$ cat config.mk
export PLATFORM = sky130hd
export DESIGN_NAME = bitmap_index_iter
export DESIGN_NICKNAME = d
export VERILOG_FILES = /design/src/rtl/bitmap_index_iter_pkg.sv /design/src/rtl/bitmap_lsb_enc.sv /design/src/rtl/bitmap_index_iter.sv
export SDC_FILE = /design/constraint.sdc
export NUM_CORES = 1
export LEC_CHECK = 0
export ABC_AREA = 0
export ABC_CLOCK_PERIOD_IN_PS = 5000
export BUFFER_PORTS_ARGS = -buffer_cell sky130_fd_sc_hd__buf_2
export CAP_MARGIN = 5
export CORE_MARGIN = 4
export CORE_UTILIZATION = 50
export DETAILED_ROUTE_END_ITERATION = 6
export PLACE_DENSITY_LB_ADDON = 0.08
export SYNTH_ARGS = -nofsm -noshare
export SYNTH_HDL_FRONTEND = slang
export SYNTH_HIERARCHICAL = 1
export SYNTH_SLANG_ARGS = --single-unit
$ cat constraint.sdc
create_clock -name clk -period 5 [get_ports clk]
set_clock_uncertainty 0.1 [all_clocks]
set_input_delay 0.5 -clock clk [delete_from_list [all_inputs] [get_ports clk]]
set_output_delay 0.5 -clock clk [all_outputs]
set_load 0.02 [all_outputs]
$ cat src/rtl/bitmap_index_iter_pkg.sv
// Shared types and helpers for the bitmap index iterator: handshake state encoding and index-width math.
package bitmap_index_iter_pkg;

    // State encoding is shared with the other handshake blocks; keep values fixed.
    typedef enum logic {
        ST_IDLE = 1'b0,
        ST_BUSY = 1'b1
    } state_e;

    function automatic int clog2(input int value);
        int r;
        int v;
        r = 0;
        v = value - 1;
        while (v > 0) begin
            r++;
            v = v >> 1;
        end
        return r;
    endfunction

endpackage

$ cat src/rtl/bitmap_lsb_enc.sv
// Combinational lowest-set-bit priority encoder: index of the lowest set bit, plus any/single flags.
module bitmap_lsb_enc
    import bitmap_index_iter_pkg::*;
#(
    parameter  int WIDTH = 16,
    localparam int IW    = clog2(WIDTH)
) (
    input  logic [WIDTH-1:0] vec,
    output logic [IW-1:0]    idx,
    output logic             any,
    output logic             single
);

    localparam logic [WIDTH-1:0] ONE = WIDTH'(1);

    // Scan downward so the lowest set bit is the final assignment.
    always_comb begin
        idx = '0;
        for (int i = WIDTH - 1; i >= 0; i--) begin
            if (vec[i]) begin
                idx = IW'(i);
            end
        end
    end

    assign any    = |vec;
    assign single = any && ((vec & (vec - ONE)) == '0);

endmodule

$ cat src/rtl/bitmap_index_iter.sv
// Streams the index of every set bit of an accepted mask, LSB first, with valid/ready on both sides.
// Optional out_onehot port is enabled by defining BITMAP_ITER_ONEHOT_EN.
module bitmap_index_iter
    import bitmap_index_iter_pkg::*;
#(
    parameter  int WIDTH = 16,
    localparam int IW    = clog2(WIDTH)
) (
    input  logic             clk,
    input  logic             rst,
    input  logic             flush,
    input  logic             in_vld,
    output logic             in_rdy,
    input  logic [WIDTH-1:0] in_mask,
    output logic             out_vld,
    input  logic             out_rdy,
    output logic [IW-1:0]    out_idx,
    output logic             out_last
`ifdef BITMAP_ITER_ONEHOT_EN
    ,
    output logic [WIDTH-1:0] out_onehot
`endif
);

    localparam logic [WIDTH-1:0] ONE = WIDTH'(1);

    state_e           state_q, state_d;
    logic [WIDTH-1:0] res_q, res_d;
    logic [WIDTH-1:0] low_bit;
    logic [IW-1:0]    enc_idx;
    logic             enc_any;
    logic             enc_single;
    logic             xfer;
    logic             accept;

    bitmap_lsb_enc #(
        .WIDTH (WIDTH)
    ) u_enc (
        .vec    (res_q),
        .idx    (enc_idx),
        .any    (enc_any),
        .single (enc_single)
    );

    assign low_bit = res_q & ~(res_q - ONE);
    assign xfer    = out_vld & out_rdy;
    assign accept  = in_vld & in_rdy;

    always_ff @(posedge clk) begin
        if (rst) begin
            state_q <= ST_IDLE;
            res_q   <= '0;
        end else begin
            state_q <= state_d;
            res_q   <= res_d;
        end
    end

    // Accept is only possible when res is empty or its last bit leaves this cycle,
    // so loading the new mask never drops a pending index.
    always_comb begin
        state_d = state_q;
        res_d   = res_q;
        if (xfer) begin
            res_d = res_q & ~low_bit;
            if (out_last) begin
                state_d = ST_IDLE;
            end
        end
        if (accept) begin
            if (in_mask != '0) begin
                res_d   = in_mask;
                state_d = ST_BUSY;
            end else begin
                res_d   = '0;
                state_d = ST_IDLE;
            end
        end
        if (flush) begin
            res_d   = '0;
            state_d = ST_IDLE;
        end
    end

    always_comb begin
        out_vld  = (state_q == ST_BUSY) && enc_any;
        out_idx  = enc_idx;
        out_last = out_vld && enc_single;
        in_rdy   = ~flush & ((state_q == ST_IDLE) | (out_vld & out_last & out_rdy));
    end

`ifdef BITMAP_ITER_ONEHOT_EN
    assign out_onehot = out_vld ? low_bit : '0;
`endif

endmodule

==> results.cfg, run 1 <==
[outcome]
outcome = complete, no violations

[finish]
regArea_um2 = 340
drive_above_1_share_pct = 26.1
n_fill_cell = 188
fin_area_um2 = 1260
diodes = 0
multi_input_area_um2 = 707
fin_nets = 175
area_growth_pct = 17.3

[clock_network]
clk_latency_ps = 290
clockRootBuffer = clkbuf_4
post_cts_resize_count = 0
cts.sinks = 17
cts_tree = built
cts_setup_buffers = 0
cts_buffers = 3
htree_levels = 1
clkTransAtPathRegs_ps = 100
cts_hold_buf = 0
cts.path.max_buffers = 2

[synth]
syn_nets = 146
yosys.area.top_type = dfxtp_1
ys_warn_count = 6
syn_inst = 125
synth_most_common_cell = dfxtp_1
synth.distinct_cells = 39
synth_area_leaders = dfxtp_1 32%, a32o_1 12%, nor2_1 4.5%
ys_seq_area_share_pct = 31.7
ys_top_cells_by_count = 17 x dfxtp_1, 13 x a32o_1, 13 x nor2_1
async_flop_share_pct = 0
synth_top_cell_area_share_pct = 31.7
synthFlopType = dfxtp_1
ys_ff_latch = 17
syn_area_um2 = 1070
synth_edf_count = 0
syn_area_per_cell_um2 = 8.60

[floorplan]
core-area_um2 = 2000
die_h_um = 54.4
rows = 16
start_util_pct = 53.7
die_area_um2 = 2960
die_w_um = 54.4
io_pins = 28

[hold_path]
hold_class = input pin to flop

[routing]
avgRoutedWirePerCell_um = 16.0
dr_wl_met2_um = 1350
ant_nets = 0
met1_length_um = 1340
dr.pass1.iters = 4
dr_wl_met3_um = 183
vias = 1135
drt_iter0_drc = 73
wirelength_um = 2890
via_per_inst = 6.31
drc_errors = 0
maxUsedRoutingLayer = met4

[power]
peakVddDrop_uv = 146
leakagePower_nw = 0.486
power.density_nw_per_um2 = 245

[global_route]
antenna_found_initial = 0
grt_overflow_total = 0
grt_max_degree = 15
first_global_vias = 1046
track_usage_pct = 22.1
grt_pass1_wl_um = 4740

[sta]
fin_tns_setup_ps = 0
slew_violations = 0
layout_min_cycle_time_ps = 2940
rsz0062_at_grt = false
setup_viol = 0
hold_violations = 0
period_share_pct = 58.8
relSlewSlack_pct = 50.0
fmaxAchievable_mhz = 340
worst_pin_slew_ps = 745

[placement]
port_buffers = 27
place.gp.congestion = 0.795
hpwlAfterDp_um = 2160
placed_cell_area_um2 = 1230

[critical_path]
crit_fanout = 14
critical_path_class = flop to flop
required_ps = 5140
start_kind = flop
arrival_ps = 3080
cp-end-kind = flop

[run]
cap_violations = 0
-- logic make-up (layout without fill, tap and decap cells) --
logic type                Yosys count  after routing  share of synthesized area, %
DFF                                17             17                          31.7
muxes                               1              1                         0.931
xor gates and xnor gates            1              1                         0.815
buffers and inverters               7             35                          2.56
and+or+nand+nor                    57             57                          32.9
AOI/OAI and AO/OA                  42             42                          31.1
-- layout by cell type (no fill, tap or decap), drive strengths merged, types with 6 or more instances in the layout --
master  count
a32o       13
a21oi       7
nor2       13
nor3        6
dfxtp      17
or4         6
nor4        9
or3         6
buf        28
-- cell type report --
class	count	area share [%]
Clock buffer	4	2.08
Tap cell	27	2.68
Multi-Input combinational cell	101	56.1
Sequential cell	17	27.0
Timing Repair Buffer	28	11.3
Inverter	3	0.893
-- worst max-delay path, stage by stage (launching register included) --
cell	delay [ps]
dfxtp_1	430
nor4_4	400
nand2_2	140
o41ai_2	220
nor2_1	80
nor4_2	250
nand3_1	160
a21boi_1	360
and3_1	540
a22o_1	220
-- through the flow --
stage                     worst slack (ps)  total power, mW  utilization [%]  hold WS (ps)  cells
final                                 2060            0.309             63.0           305    180
after global placement                2220            0.235             61.7           453    176
after floorplan                       2300            0.209                -           423    125
after global routing                  1790            0.328             63.0           306    180
after CTS                             2070            0.310             63.0           298    180
after detailed placement              2100            0.237             61.7           468    176
-- per-layer routing --
layer	vias to the layer above	global-route usage [%]
met5	-	0
met4	0	6.64
met3	2	2.72
met2	39	34.7
met1	534	31.3
li1	560	-
-- state kept, by name, summed over array words and instances, names as in the netlist --
register / cells
res_q: 16
state_q: 1
-- worst paths after layout --
kind | from | endpoint | slack (ps) | cells past startpoint
worst min-delay path | rst | state_q | 300 | 2
worst max-delay path | res_q[7] | res_q[4] | 2060 | 9
worst max register to register | res_q[7] | res_q[4] | 2060 | 9
worst min register to register | res_q[15] | res_q[15] | 490 | 1
-- report_power, final --
part | total (mW) | switching, mW | internal, mW
Combinational | 0.0836 | 0.0465 | 0.0371
Sequential | 0.151 | 0.0110 | 0.140
Clock | 0.0739 | 0.0429 | 0.0310
Power figures use the tool's default switching activity.
==> inputs of run 2 (changes only) <==
Settings changed: ABC_CLOCK_PERIOD_IN_PS 5000 to 2500, CORE_UTILIZATION 50 to 46.
Clock period 5 ns to 2.5 ns, I/O delays scaled along.
==> run 2 against run 1 <==
  * The run now ends with setup timing left
  * Design area rose by 18%
  * Clock power rose by 110%
  * Worst setup slack got worse by 2200 ps
  * Hold slack got worse by 230 ps
  * Global-route usage rose by 0.75 points
  * Sequential power rose by 93%
  * Sequential share of layout area fell by 3.8 points
  * Utilization rose by 4.4 points
  * Cell count rose by 13%
  * Flip-flop and latch count did not move
  * Clock-buffer cell count did not move
  * Critical path type is now flop to output port
  * Critical endpoint is now in_rdy
==> results.cfg, run 2 (same netlist as run 1, synthesis figures left out) <==
[routing]
met1_length_um = 1530
drt_iter0_drc = 66
dr_wl_met3_um = 313
dr_wl_met2_um = 1540
wirelength_um = 3410
maxUsedRoutingLayer = met4
avgRoutedWirePerCell_um = 16.8
via_per_inst = 6.23
vias = 1265
drc_errors = 0
ant_nets = 0
dr.pass1.iters = 4

[sta]
rsz0062_at_grt = true
hold_violations = 0
whs_ps = 72.8
relSlewSlack_pct = 67.7
worst_pin_slew_ps = 480
period_share_pct = 106
fin_tns_setup_ps = -1850
slew_violations = 0
worst_slack_ps = -155
fmaxAchievable_mhz = 377
layout_min_cycle_time_ps = 2650
setup_viol = 18

[finish]
area_growth_pct = 38.8
final_common_cell = buf_2
fin_nets = 197
n_fill_cell = 200
diodes = 0
top_register = res_q
top_regs = res_q x16, state_q x1
final_cell_mix = 25 x buf_2, 22 x buf_4, 13 x nor2_1, 13 x a32o_1, 13 x dfxtp_1
fin_cells = 203
drive_above_1_share_pct = 40.6
final_util_pct = 67.4
fin_area_um2 = 1490
largest_reg_flops = 16

[clock_network]
clockRootBuffer = clkbuf_4
clkTransAtPathRegs_ps = 110
htree_levels = 1
cts.path.max_buffers = 2
cts_hold_buf = 0
clk_latency_ps = 290
cts.sinks = 17
cts_buffers = 3
cts_tree = built

[placement]
port_buffers = 27
hpwlAfterDp_um = 2470
dp_slack_ps = -134
place.gp.congestion = 0.809
dpl.cell_count = 196
placed_cell_area_um2 = 1410

[power]
leakagePower_nw = 0.609
power_uw = 672
peakVddDrop_uv = 352
power.density_nw_per_um2 = 451

[critical_path]
crit_fanout = 5
arrival_ps = 2300
cp-end-kind = output port
critical_path_class = flop to output port
required_ps = 2150
start_kind = flop

[floorplan]
rows = 17
die_w_um = 56.3
io_pins = 28
core-area_um2 = 2210
die_area_um2 = 3170
die_h_um = 56.3
start_util_pct = 48.6

[hold_path]
hold_class = input pin to flop

[outcome]
violations = setup timing
outcome = finished, violations left

[global_route]
grt_overflow_total = 0
track_usage_pct = 22.8
grt_max_degree = 15
antenna_found_initial = 0
first_global_vias = 1191
grt_pass1_wl_um = 5760

[run]
cap_violations = 0
-- run 2: worst max-delay path, cell delays in order (launching register included) --
cell and delay (ps):
dfxtp_2 350, nor4_4 360, nand2_2 140, o41ai_2 210
nor2_1 90, nor4_2 380, nand3_2 170, a21oi_2 150
buf_4 150
-- run 2: routing by layer --
| layer | vias to the layer above | GRT usage (%) |
|---|---|---|
| met5 | - | 0 |
| met4 | 0 | 6.78 |
| met2 | 53 | 34.6 |
| met3 | 4 | 5.52 |
| li1 | 614 | - |
| met1 | 594 | 32.0 |
-- run 2: layout make-up --
type / count / area [um2] / area share (%)
Inverter: 3 / 11.3 / 0.755
Sequential cell: 17 / 345 / 23.2
Timing Repair Buffer: 49 / 322 / 21.6
Multi-Input combinational cell: 102 / 752 / 50.4
Clock buffer: 4 / 26.3 / 1.76
Tap cell: 28 / 35.0 / 2.35
-- run 2: where the power goes --
group	internal (mW)	switching (mW)
clock	0.0620	0.0924
combinational	0.103	0.124
sequential	0.281	0.0105
total	0.446	0.227
-- run 2: worst paths after layout --
kind	from	endpoint	slack, ps	cells after the start
setup / recovery	res_q[3]	in_rdy	-150	8
hold / removal	in_mask[3]	res_q[3]	70	2
setup reg to reg	res_q[3]	res_q[10]	-150	10
hold reg to reg	res_q[1]	res_q[1]	470	2
-- run 2: timing repair --
action | 4_1_cts | 5_1_grt
setup buffers | 3 | 1
pin swaps | 11 | 5
gates cloned | 1 | 0
endpoints found under the setup margin | 17 | 18
gates resized for setup | 9 | 4
==> inputs of run 3 (changes only) <==
Settings changed: SETUP_SLACK_MARGIN from default to 0.4.
==> run 3 against run 2 <==
  * The run still ends with setup timing left
  * Non-clock buffer count grew 2
  * Clock-buffer cell count is the same
  * Flip-flop and latch count did not move
  * Largest power group unchanged
  * Wire length up 5.6%
  * Critical path depth is 3 higher
  * Clock power shrank 3%
  * Power rose by 3.5%
  * Highest routed layer unchanged
  * Sequential power about the same
  * Register-to-register slack better by 80 ps
  * Cell count is 0.49% higher
  * Critical path type is now flop to flop
==> results.cfg, run 3 (same netlist as run 1, synthesis figures left out) <==
[outcome]
outcome = finished, violations left
violations = setup timing

[sta]
whs_ps = 76.4
relSlewSlack_pct = 76.4
hold_violations = 0
worst_pin_slew_ps = 350
worst_slack_ps = -73.0
period_share_pct = 103
layout_min_cycle_time_ps = 2570
slew_violations = 0
setup_viol = 15
rsz0062_at_grt = true
fmaxAchievable_mhz = 389

[power]
swShare_pct = 33.5
power.density_nw_per_um2 = 436
leakagePower_nw = 0.643
p_sw_uw = 233
power_frac_comb_pct = 36.2
peakVddDrop_uv = 341
clock_power_share_pct = 21.6
seq_power_share_pct = 42.2
internal-power_uw = 462

[placement]
hpwlAfterDp_um = 2470
placed_cell_area_um2 = 1390
port_buffers = 27
place.gp.congestion = 0.805

[clock_network]
cts_tree = built
cts_hold_buf = 0
cts_buffers = 3
cts.sinks = 17
clk_latency_ps = 290
cts.path.max_buffers = 2
clockRootBuffer = clkbuf_4
htree_levels = 1
clkTransAtPathRegs_ps = 100

[global_route]
grt_pass1_wl_um = 5800
antenna_found_initial = 0
first_global_vias = 1200
grt_max_degree = 15
track_usage_pct = 22.8
grt_overflow_total = 0

[floorplan]
rows = 17
die_w_um = 56.3
die_h_um = 56.3
io_pins = 28
start_util_pct = 48.6
die_area_um2 = 3170
core-area_um2 = 2210

[critical_path]
start_kind = flop
crit_fanout = 7
required_ps = 2590
r2r_cells = 11
cp-end-kind = flop
arrival_ps = 2660
critical_path_class = flop to flop

[routing]
vias = 1281
wirelength_um = 3600
drt_iter0_drc = 74
dr.pass1.iters = 4
drc_errors = 0
avgRoutedWirePerCell_um = 17.7
via_per_inst = 6.28
ant_nets = 0

[finish]
final_cell_mix = 24 x buf_2, 20 x buf_4, 13 x a32o_1
top_register = res_q
fin_area_um2 = 1590
fin_nets = 198
largest_reg_flops = 16
drive_above_1_share_pct = 48.3
top_regs = res_q x16, state_q x1
final_common_cell = buf_2
diodes = 0
area_growth_pct = 48.3

[hold_path]
hold_class = input pin to flop
hold_depth = 2

[run]
cap_violations = 0
[run 3: cell types whose count changed in the layout (fill, tap and decap cells not counted), sizes merged]
cell	delta
nor3	-1
clkbuf	+1
buf	+1
[run 3: metal layers]
layer | vias up | wire length (um) | GRT usage (%) | part of all wire (%)
met5 | - | 0 | 0 | 0
met4 | 0 | 42 | 5.42 | 1.2
met3 | 4 | 304 | 3.22 | 8.4
met2 | 79 | 1680 | 35.1 | 47
met1 | 589 | 1580 | 33.3 | 44
li1 | 609 | - | - | -
[run 3: through the flow]
| stage | util (%) | total power [mW] | setup WS (ps) | setup TNS, ps | instances |
|---|---|---|---|---|---|
| after floorplan | - | 0.423 | 141 | 0 | 125 |
| after global placement | 63.0 | 0.494 | -84.8 | -1010 | 194 |
| after detailed placement | 63.0 | 0.498 | -145 | -1830 | 194 |
| after CTS | 69.6 | 0.676 | -12.6 | -12.6 | 204 |
| after global routing | 72.1 | 0.736 | -197 | -2660 | 204 |
| final | 72.1 | 0.696 | -73.0 | -694 | 204 |
[run 3: path summary, 6_finish.rpt]
| path | start | end | slack, ps |
|---|---|---|---|
| worst max-delay path | res_q[4] | res_q[12] | -70 |
| worst max register to register | res_q[4] | res_q[12] | -70 |
| worst min register to register | res_q[1] | res_q[1] | 510 |
| worst min-delay path | in_mask[10] | res_q[10] | 80 |
[run 3: layout make-up]
type / instances / area, um2
multi-input cells: 101 / 793
fillers: 181 / 618
well taps: 28 / 35.0
inverters: 3 / 11.3
clock buffers: 4 / 26.3
repair buffers: 51 / 380
flip-flops and latches: 17 / 348
[run 3: power groups by stage]
| stage | clock (mW) | combinational, mW | sequential, mW |
|---|---|---|---|
| global route | 0.171 | 0.270 | 0.295 |
| global placement | 0 | 0.196 | 0.298 |
| finish | 0.150 | 0.252 | 0.294 |
| floorplan | 0 | 0.120 | 0.303 |
| CTS | 0.154 | 0.230 | 0.292 |
| detailed placement | 0 | 0.200 | 0.298 |
[run 3: worst max-delay path, cell delays in order, from the launching register on]
cell      delay (ps)
dfxtp_2          350
nor4_4           370
nand2_2          170
nor2_2           150
a21oi_2           70
nor4_2           330
nand3_2          160
a21boi_2         190
buf_4            140
nor3_4            50
buf_12           140
a32o_1           260
[run 3: what timing repair did]
item	CTS	global route
pin swaps	16	10
hold endpoints to repair	0	0
endpoints found under the setup margin	19	21
gates resized for setup	12	15
buffers inserted	5	0
gates cloned	1	0
